<file path="src/rtl/wb_ram_arbiter_pkg.sv">
// -----------------------------------------------------------------------------
// wb_ram_arbiter_pkg
//   Shared definitions for the two-master Wishbone RAM arbiter.
//   - arb_state_e   : one-hot arbiter state encoding (IDLE, GNT0, GNT1, DRAIN)
//   - MST0 / MST1   : master index constants, used for the `last` owner bit
//   - DEF_TO_CYCLES : default stall-timeout length
//                     (only used when WB_RAM_ARB_TIMEOUT_EN is defined)
// -----------------------------------------------------------------------------
package wb_ram_arbiter_pkg;

    typedef enum logic [3:0] {
        ST_IDLE  = 4'b0001,
        ST_GNT0  = 4'b0010,
        ST_GNT1  = 4'b0100,
        ST_DRAIN = 4'b1000
    } arb_state_e;

    localparam logic MST0 = 1'b0;
    localparam logic MST1 = 1'b1;

    localparam int DEF_TO_CYCLES = 64;

endpackage

</file>
<file path="src/rtl/wb_ram_arbiter_rr_pick2.sv">
// -----------------------------------------------------------------------------
// wb_ram_arbiter_rr_pick2
//   Combinational 2-way round-robin picker.
//   Ports:
//     req  [1:0]  in   request per master
//     last        in   index of the master granted most recently
//     gnt  [1:0]  out  one-hot grant (all zero when nothing requests)
//   On a tie the master that was NOT granted last wins.
// -----------------------------------------------------------------------------
module wb_ram_arbiter_rr_pick2 (
    input  logic [1:0] req,
    input  logic       last,
    output logic [1:0] gnt
);

    assign gnt[0] = req[0] & (~req[1] | last);
    assign gnt[1] = req[1] & (~req[0] | ~last);

endmodule

</file>
<file path="src/rtl/wb_ram_arbiter.sv">
// -----------------------------------------------------------------------------
// wb_ram_arbiter
//   Two-master to one-slave Wishbone arbiter in front of the byte-serialising
//   on-chip RAM bridge. Master 0 is the instruction bus, master 1 the data bus.
//   Round-robin arbitration; a grant is held for the whole bus cycle (cyc high).
//   Slave-side outputs are combinational muxes of the granted master and are
//   all zero when no master is granted.
//
//   Parameters:
//     DW         data width
//     AW         address width
//     TO_CYCLES  stall cycles before a timeout error (timeout build only)
//
//   Ports:
//     wb_clk_i, wb_rst_ni            clock, asynchronous active-low reset
//     m0_* / m1_*  (adr,dat,sel,we,cyc,stb in; dat,ack,err out)  masters
//     s_*_o (adr,dat,sel,we,cyc,stb)                            to RAM bridge
//     s_dat_i, s_ack_i, s_err_i                                 from RAM bridge
//
//   Build option:
//     WB_RAM_ARB_TIMEOUT_EN  adds a stall counter: if the granted master strobes
//     for TO_CYCLES cycles without ack/err it gets a one-cycle error and the
//     arbiter parks in DRAIN (slave deselected) until that master drops cyc.
//     Without it a hung slave holds the grant indefinitely.
// -----------------------------------------------------------------------------
module wb_ram_arbiter
    import wb_ram_arbiter_pkg::*;
#(
    parameter int DW        = 32,
    parameter int AW        = 32,
    parameter int TO_CYCLES = DEF_TO_CYCLES
) (
    input  logic            wb_clk_i,
    input  logic            wb_rst_ni,

    input  logic [AW-1:0]   m0_adr_i,
    input  logic [DW-1:0]   m0_dat_i,
    input  logic [DW/8-1:0] m0_sel_i,
    input  logic            m0_we_i,
    input  logic            m0_cyc_i,
    input  logic            m0_stb_i,
    output logic [DW-1:0]   m0_dat_o,
    output logic            m0_ack_o,
    output logic            m0_err_o,

    input  logic [AW-1:0]   m1_adr_i,
    input  logic [DW-1:0]   m1_dat_i,
    input  logic [DW/8-1:0] m1_sel_i,
    input  logic            m1_we_i,
    input  logic            m1_cyc_i,
    input  logic            m1_stb_i,
    output logic [DW-1:0]   m1_dat_o,
    output logic            m1_ack_o,
    output logic            m1_err_o,

    output logic [AW-1:0]   s_adr_o,
    output logic [DW-1:0]   s_dat_o,
    output logic [DW/8-1:0] s_sel_o,
    output logic            s_we_o,
    output logic            s_cyc_o,
    output logic            s_stb_o,
    input  logic [DW-1:0]   s_dat_i,
    input  logic            s_ack_i,
    input  logic            s_err_i
);

    arb_state_e state, state_nxt;
    logic       last, last_nxt;
    logic [1:0] pick_gnt;
    logic       to_hit;

    // Read data is broadcast; ack/err gating alone tells a master it is served.
    assign m0_dat_o = s_dat_i;
    assign m1_dat_o = s_dat_i;

    wb_ram_arbiter_rr_pick2 u_pick (
        .req  ({m1_cyc_i, m0_cyc_i}),
        .last (last),
        .gnt  (pick_gnt)
    );

`ifdef WB_RAM_ARB_TIMEOUT_EN
    localparam int CW = $clog2(TO_CYCLES) + 1;

    logic [CW-1:0] to_cnt;
    logic          stalled;

    // A stall cycle: granted, strobing, and the slave has not answered yet.
    assign stalled = ((state == ST_GNT0) || (state == ST_GNT1)) &&
                     s_stb_o && !s_ack_i && !s_err_i;
    assign to_hit  = stalled && (to_cnt == CW'(TO_CYCLES - 1));

    always_ff @(posedge wb_clk_i or negedge wb_rst_ni) begin
        if (!wb_rst_ni) begin
            to_cnt <= '0;
        end else if (stalled && !to_hit) begin
            to_cnt <= to_cnt + 1'b1;
        end else begin
            to_cnt <= '0;
        end
    end
`else
    logic unused_to_cycles;

    assign to_hit           = 1'b0;
    assign unused_to_cycles = (TO_CYCLES > 0);
`endif

    // State register: reset leaves `last` at master 1 so master 0 wins the first tie.
    always_ff @(posedge wb_clk_i or negedge wb_rst_ni) begin
        if (!wb_rst_ni) begin
            state <= ST_IDLE;
            last  <= MST1;
        end else begin
            state <= state_nxt;
            last  <= last_nxt;
        end
    end

    // Next state and slave-side mux.
    always_comb begin
        state_nxt = state;
        last_nxt  = last;
        s_adr_o   = '0;
        s_dat_o   = '0;
        s_sel_o   = '0;
        s_we_o    = 1'b0;
        s_cyc_o   = 1'b0;
        s_stb_o   = 1'b0;
        m0_ack_o  = 1'b0;
        m0_err_o  = 1'b0;
        m1_ack_o  = 1'b0;
        m1_err_o  = 1'b0;

        unique case (state)
            ST_IDLE: begin
                if (pick_gnt[0]) begin
                    state_nxt = ST_GNT0;
                    last_nxt  = MST0;
                end else if (pick_gnt[1]) begin
                    state_nxt = ST_GNT1;
                    last_nxt  = MST1;
                end
            end

            ST_GNT0: begin
                s_adr_o  = m0_adr_i;
                s_dat_o  = m0_dat_i;
                s_sel_o  = m0_sel_i;
                s_we_o   = m0_we_i;
                s_cyc_o  = m0_cyc_i;
                s_stb_o  = m0_stb_i;
                m0_ack_o = s_ack_i;
                m0_err_o = s_err_i | to_hit;
                // Releasing to IDLE first gives the deliberate one-cycle bubble.
                if (!m0_cyc_i) begin
                    state_nxt = ST_IDLE;
                end else if (to_hit) begin
                    state_nxt = ST_DRAIN;
                end
            end

            ST_GNT1: begin
                s_adr_o  = m1_adr_i;
                s_dat_o  = m1_dat_i;
                s_sel_o  = m1_sel_i;
                s_we_o   = m1_we_i;
                s_cyc_o  = m1_cyc_i;
                s_stb_o  = m1_stb_i;
                m1_ack_o = s_ack_i;
                m1_err_o = s_err_i | to_hit;
                if (!m1_cyc_i) begin
                    state_nxt = ST_IDLE;
                end else if (to_hit) begin
                    state_nxt = ST_DRAIN;
                end
            end

            ST_DRAIN: begin
`ifdef WB_RAM_ARB_TIMEOUT_EN
                // `last` still names the master that timed out.
                if ((last == MST0) ? !m0_cyc_i : !m1_cyc_i) begin
                    state_nxt = ST_IDLE;
                end
`else
                state_nxt = ST_IDLE;
`endif
            end

            default: begin
                state_nxt = ST_IDLE;
            end
        endcase
    end

endmodule

</file>
<file path="config.mk">
export PLATFORM = sky130hd
export DESIGN_NAME = wb_ram_arbiter
export DESIGN_NICKNAME = d
export VERILOG_FILES = /design/src/rtl/wb_ram_arbiter_pkg.sv /design/src/rtl/wb_ram_arbiter_rr_pick2.sv /design/src/rtl/wb_ram_arbiter.sv
export SDC_FILE = /design/constraint.sdc
export NUM_CORES = 1
export LEC_CHECK = 0
export ABC_CLOCK_PERIOD_IN_PS = 1800
export BUFFER_PORTS_ARGS = -buffer_cell sky130_fd_sc_hd__buf_2
export CORE_AREA = 3 3 121 123
export CTS_CLUSTER_SIZE = 10
export DETAILED_ROUTE_END_ITERATION = 8
export DIE_AREA = 0 0 124 126
export GPL_TIMING_DRIVEN = 0
export SLEW_MARGIN = 20
export SYNTH_ARGS = -nofsm -noshare
export SYNTH_HDL_FRONTEND = slang
export SYNTH_SLANG_ARGS = --single-unit
</file>
<file path="constraint.sdc">
create_clock -name wb_clk_i -period 1.8 [get_ports wb_clk_i]
set_input_delay 0.27 -clock wb_clk_i [delete_from_list [all_inputs] [get_ports wb_clk_i]]
set_output_delay 0.27 -clock wb_clk_i [all_outputs]
set_load 0.005 [all_outputs]
</file>
==> results of run 1 <==
==> how the worst max path moves through the flow <==
stage / cells after the start / end / start / slack [ns]
floorplan: 3 / s_adr_o[0] / state[0] / 0.36
global placement: 4 / s_adr_o[3] / state[0] / -0.39
detailed placement: 4 / s_adr_o[3] / state[0] / -0.38
CTS: 6 / s_adr_o[3] / state[1] / 0.009
global route: 6 / s_dat_o[8] / state[1] / -0.02
finish: 6 / s_dat_o[15] / state[1] / 0.05
==> power breakdown <==
group          switching, mW  internal (mW)
Sequential            0.0528          0.151
Combinational           1.47           1.45
Clock                 0.0586          0.283
Total                   1.58           1.88
==> area by class of cell <==
cell class	count	area [µm²]
Fill cell	1581	10100
Timing Repair Buffer	288	1450
Multi-Input combinational cell	163	1040
Buffer	88	746
Tap cell	180	225
Sequential cell	4	104
Clock buffer	3	75.1
==> metrics by stage <==
| stage | worst slack, ns | setup TNS [ns] | instance area [µm²] |
|---|---|---|---|
| after floorplan | 0.360 | 0 | 1700 |
| after global placement | -0.388 | -16.80 | 3340 |
| after detailed placement | -0.385 | -15.60 | 3340 |
| after CTS | 0.00926 | 0 | 3540 |
| after global routing | -0.0239 | -0.0968 | 3650 |
| final | 0.0455 | 0 | 3650 |
==> critical path, delay by kind of cell, from the launching register on <==
kind            cells  cell delay [ns]
compound gates      1             0.20
buf+inv             3             0.41
flops               1             0.41
simple gates        2             0.22
==> routing by layer <==
metal  global-route usage (%)  share of wire, %
met5                        0                 0
met4                     1.10              0.15
met3                     1.08               9.2
met2                     18.9                51
met1                     13.4                40
==> layout by cell type (no fill, tap or decap) <==
cell           netlist  final
buf_2                2    284
nor2_1              73     72
buf_4               72     67
a22oi_1             71     53
a22oi_2              0     18
buf_6                7     11
clkbuf_4             0      5
buf_8                0      4
and3b_1              3      3
clkbuf_16            0      3
nor2b_4              0      2
clkbuf_2             0      2
nand2b_1             2      2
and2_1               2      2
nor3b_1              2      2
a21oi_1              2      2
dfstp_2              2      2
clkbuf_8             0      1
buf_12               0      1
nor2_2               0      1
or3_1                1      1
o21a_1               1      1
a31oi_1              1      1
mux2i_1              1      1
nor2b_1              3      1
o21ai_0              1      1
dlygate4sd3_1        0      1
dfrtp_1              2      1
dfrtp_2              0      1
==> sequential cells by signal, indices dropped and copies added (netlist names) <==
signal and flops:
last 1, state 3
==> logic make-up after synthesis <==
group	after synthesis
compound gates	76
buf+inv	88
flops	4
mux	1
simple gates	86
==> what timing repair did <==
| action | in CTS | in global routing |
|---|---|---|
| hold buffers | 1 | 0 |
| pin swaps | 1 | 1 |
| gates cloned | 1 | 0 |
| setup buffers | 2 | 0 |
| endpoints found under the hold margin | 2 | 0 |
| endpoints found under the setup margin | 73 | 58 |
| resized for setup | 29 | 28 |
==> impl_metrics.json, run 1 <==
{
  "outcome": "finished clean",
  "initial_core_util_pct": 12.3,
  "grt_max_degree": 11,
  "synth_flop_cell": "dfstp_2",
  "ys_top_cells_by_count": "nor2_1, buf_4, a22oi_1",
  "synthArstFlopShare_pct": 100,
  "hold_start": "m0_cyc_i",
  "worstMarginPinSlew_ns": 0.272,
  "period_needed_ns": 1.75,
  "worst_r2r_endpoint": "state[0]",
  "h-tree-depth": 1,
  "holdPathStages": 2,
  "hold_violations": 0,
  "cp_max_fo": 10,
  "core_region_area_um2": 13800,
  "ys_ff_latch": 4,
  "numClockSinks": 4,
  "fmax_mhz": 570,
  "dp_cells": 719,
  "total_power_mw": 3.46,
  "synth.avg_cell_area_um2": 6.65,
  "holdPathEnd": "last",
  "dr.pass1.iters": 4,
  "syn_inst": 255,
  "synthAdderAreaFrac_pct": 0,
  "die_w_um": 124,
  "yosys-top-cells-area": "buf_4, a22oi_1, nor2_1",
  "whs_ns": 0.278,
  "die-area_um2": 15600,
  "hpwl_um": 8210,
  "max_stage_delay_ns": 0.41,
  "layout.cells.non_filler": 726,
  "num_rows": 43,
  "yosys-mux-area-fraction_pct": 0.590,
  "wl_um": 9740,
  "drc": 0,
  "portBuffers": 284,
  "layout-drive-gt1-share_pct": 73.6,
  "slowest_stage": "dfrtp_1",
  "syn-cell-area_um2": 1700,
  "hold_path.class": "in -> reg",
  "drv_slew": 0,
  "clk_pin_slew_worst_paths_ns": 0.03,
  "synth_xor_area_share_pct": 0,
  "cts_tree": "built",
  "ff2ff_setup_slack_ns": 0.59,
  "final_antenna_net_count": 0,
  "final_util_pct": 26.5,
  "reg2regPathDepth": 4,
  "synthDistinctLibCells": 19,
  "ys.warnings.count": 0,
  "reg2reg_from": "state[1]",
  "cp_cell_sequence": "nor2b_4, buf_12, buf_6, a22oi_2, nor2_1, buf_2",
  "synthesis.nets": 433,
  "fin_nets": 726,
  "skew_ns": 0.000166,
  "vias": 2870,
  "cts_buffer_depth": 2,
  "max_cap_violations": 0,
  "relSlewSlack_pct": 81.9,
  "die_h_um": 126,
  "grt.total_usage_pct": 10.3,
  "antenna_found_initial": 0,
  "ir_drop_mv": 0.493,
  "powerDensity_nw_per_um2": 948,
  "synth_simple_gate_area_share_pct": 21.5,
  "synth_top_family_by_area": "buffers and inverters",
  "worst-setup-path-type": "reg -> out",
  "gr-total-overflow": 0,
  "grt_pass1_vias": 2609,
  "wl_per_cell_um": 13.4,
  "area_growth_pct": 115,
  "arrival_ns": 1.48,
  "drt_iter0_drc": 86,
  "cts_root_buffer": "clkbuf_16",
  "yosys.area.top_type_share_pct": 31.9,
  "gp_congestion": 0.764,
  "grt_pass1_wl_um": 13100,
  "rsz0062_at_grt": "true",
  "synth_most_common_cell": "nor2_1",
  "cp-start-kind": "flop",
  "synth-seq-area-share_pct": 6.05,
  "critPathRequiredTime_ns": 1.53,
  "leakage_nw": 2.07,
  "setup_viol": 0,
  "fin_crit_sh_pct": 97.5,
  "clock_latency_ns": 0.22,
  "critPathCaptureType": "output port",
  "synth_edf_count": 0,
  "yosysTopAreaCell": "buf_4",
  "antenna_cells": 0,
  "via_per_inst": 3.95,
  "synth_compound_area_share_pct": 33.1,
  "cts_buffers": 3,
  "io_pins": 317
}
No activity file was read; power rests on OpenSTA's default activity.
==> run 2, diff against run 1 <==
CORE_AREA = 4 4 122 124   (was 3 3 121 123)
DIE_AREA = 0 0 126 128   (was 0 0 124 126)
==> impl_metrics.json, run 2 (synthesis results as in run 1) <==
{
  "crit_top_cell": "clkbuf_16",
  "fin_nets": 730,
  "die_h_um": 128,
  "numClockSinks": 4,
  "skew_ns": 0.000592,
  "die_w_um": 126,
  "max_stage_delay_ns": 0.41,
  "cts_buffers": 3,
  "outcome": "finished clean",
  "cp_max_fo": 6,
  "largest_reg_flops": 3,
  "globalRouteMet2Util_pct": 19.0,
  "setup_viol": 0,
  "grt_pass1_wl_um": 13800,
  "cp_top_family": "buffers and inverters",
  "worstMarginPinSlew_ns": 0.472,
  "num_rows": 43,
  "slowest_stage": "dfrtp_1",
  "cts_tree": "built",
  "clock_latency_ns": 0.22,
  "powerDensity_nw_per_um2": 975,
  "fmax_mhz": 558,
  "portBuffers": 284,
  "clk_pin_slew_worst_paths_ns": 0.03,
  "drv_slew": 0,
  "regArea_um2": 104,
  "drc": 0,
  "vias": 2850,
  "initial_core_util_pct": 12.3,
  "layout-drive-gt1-share_pct": 73.6,
  "max_cap_violations": 0,
  "hold_violations": 0,
  "worst-path-buf-inv": 3,
  "leakage_nw": 2.10,
  "period_needed_ns": 1.79,
  "fin_crit_sh_pct": 99.6,
  "critPathCaptureType": "output port",
  "post-place-ws_ns": -0.411,
  "gp_congestion": 0.762,
  "cp_cell_sequence": "nor2b_4, clkbuf_16, clkbuf_16, a22oi_1, nor2_1, buf_2",
  "final_antenna_net_count": 0,
  "grt_max_degree": 11,
  "max_flop_register": "state",
  "setup_ws_ns": 0.00685,
  "arrival_ns": 1.52,
  "final_cell_mix": "buf_2, nor2_1, buf_4, a22oi_1, a22oi_2",
  "wl_per_cell_um": 13.9,
  "area_growth_pct": 121,
  "h-tree-depth": 1,
  "grt-busiest-layer": "met2",
  "drt_iter0_drc": 100,
  "antenna_cells": 0,
  "via_per_inst": 3.90,
  "worst-setup-path-type": "reg -> out",
  "die-area_um2": 16100,
  "dr.pass1.iters": 4,
  "hpwl_um": 8370,
  "globalRouteMet3Util_pct": 2.00,
  "largestRegisters": "state x3, last x1",
  "wl_um": 10200,
  "critPathRequiredTime_ns": 1.53,
  "nFillCells": 1556,
  "multiInputGateArea_um2": 1040,
  "met1_usage_pct": 13.0,
  "grt.total_usage_pct": 10.3,
  "core_region_area_um2": 13800,
  "cts_root_buffer": "clkbuf_16",
  "cp-start-kind": "flop",
  "antenna_found_initial": 0,
  "hold_path.class": "in -> reg",
  "total_power_mw": 3.65,
  "ir_drop_mv": 0.468,
  "gr-total-overflow": 0,
  "final_common_cell": "buf_2",
  "relSlewSlack_pct": 68.5,
  "io_pins": 317,
  "cts_buffer_depth": 2,
  "grt_pass1_vias": 2664,
  "rsz0062_at_grt": "true"
}
## run 2: area by class of cell
cell class	instances	share of cell area (%)
flip-flops and latches	4	2.77
repair buffers	292	41.5
clock buffers	3	2.00
well taps	180	6.01
plain buffers	88	19.9
multi-input cells	163	27.8
## run 2: layer usage
layer / vias up / wire (µm)
li1: 1430 / -
met1: 1272 / 3950
met2: 148 / 5310
met3: 0 / 904
met4: 0 / 0
met5: - / 0
## run 2: timing repair
action,4_1_cts,5_1_grt
pin swaps,1,23
setup buffers,2,0
endpoints found under the hold margin,2,0
setup endpoints to repair,73,55
cloned,1,4
hold buffers,1,0
resized for setup,27,26
## run 2: path summary, 6_finish.rpt
| check | start | end | slack, ns | depth (start not counted) |
|---|---|---|---|---|
| setup / recovery | state[1] | s_sel_o[0] | 0.007 | 6 |
| hold / removal | m0_cyc_i | last | 0.27 | 2 |
| setup reg to reg | state[1] | state[0] | 0.56 | 4 |
| hold reg to reg | last | last | 0.55 | 2 |
| max in group asynchronous | wb_rst_ni | last | 1.22 | 2 |
| min in group asynchronous | wb_rst_ni | state[1] | 0.38 | 2 |
## run 2: metrics by stage
stage,cells,hold slack (ns),util (%),TNS [ns],instance area [µm²]
detailed placement,719,0.0802,24.3,-17.38,3340
global placement,719,0.0760,24.3,-19.02,3340
floorplan,255,-0.0256,-,0,1700
finish,730,0.269,27.2,0,3740
CTS,726,0.260,25.7,-0.00374,3530
global route,730,0.271,27.2,-2.42,3740
## run 2: where the power goes
| group | switching, mW | leakage (nW) | internal (mW) |
|---|---|---|---|
| Sequential | 0.0544 | 0.0460 | 0.151 |
| Clock | 0.0559 | 0.0370 | 0.283 |
| Combinational | 1.51 | 2.02 | 1.60 |
| Total | 1.62 | 2.10 | 2.03 |
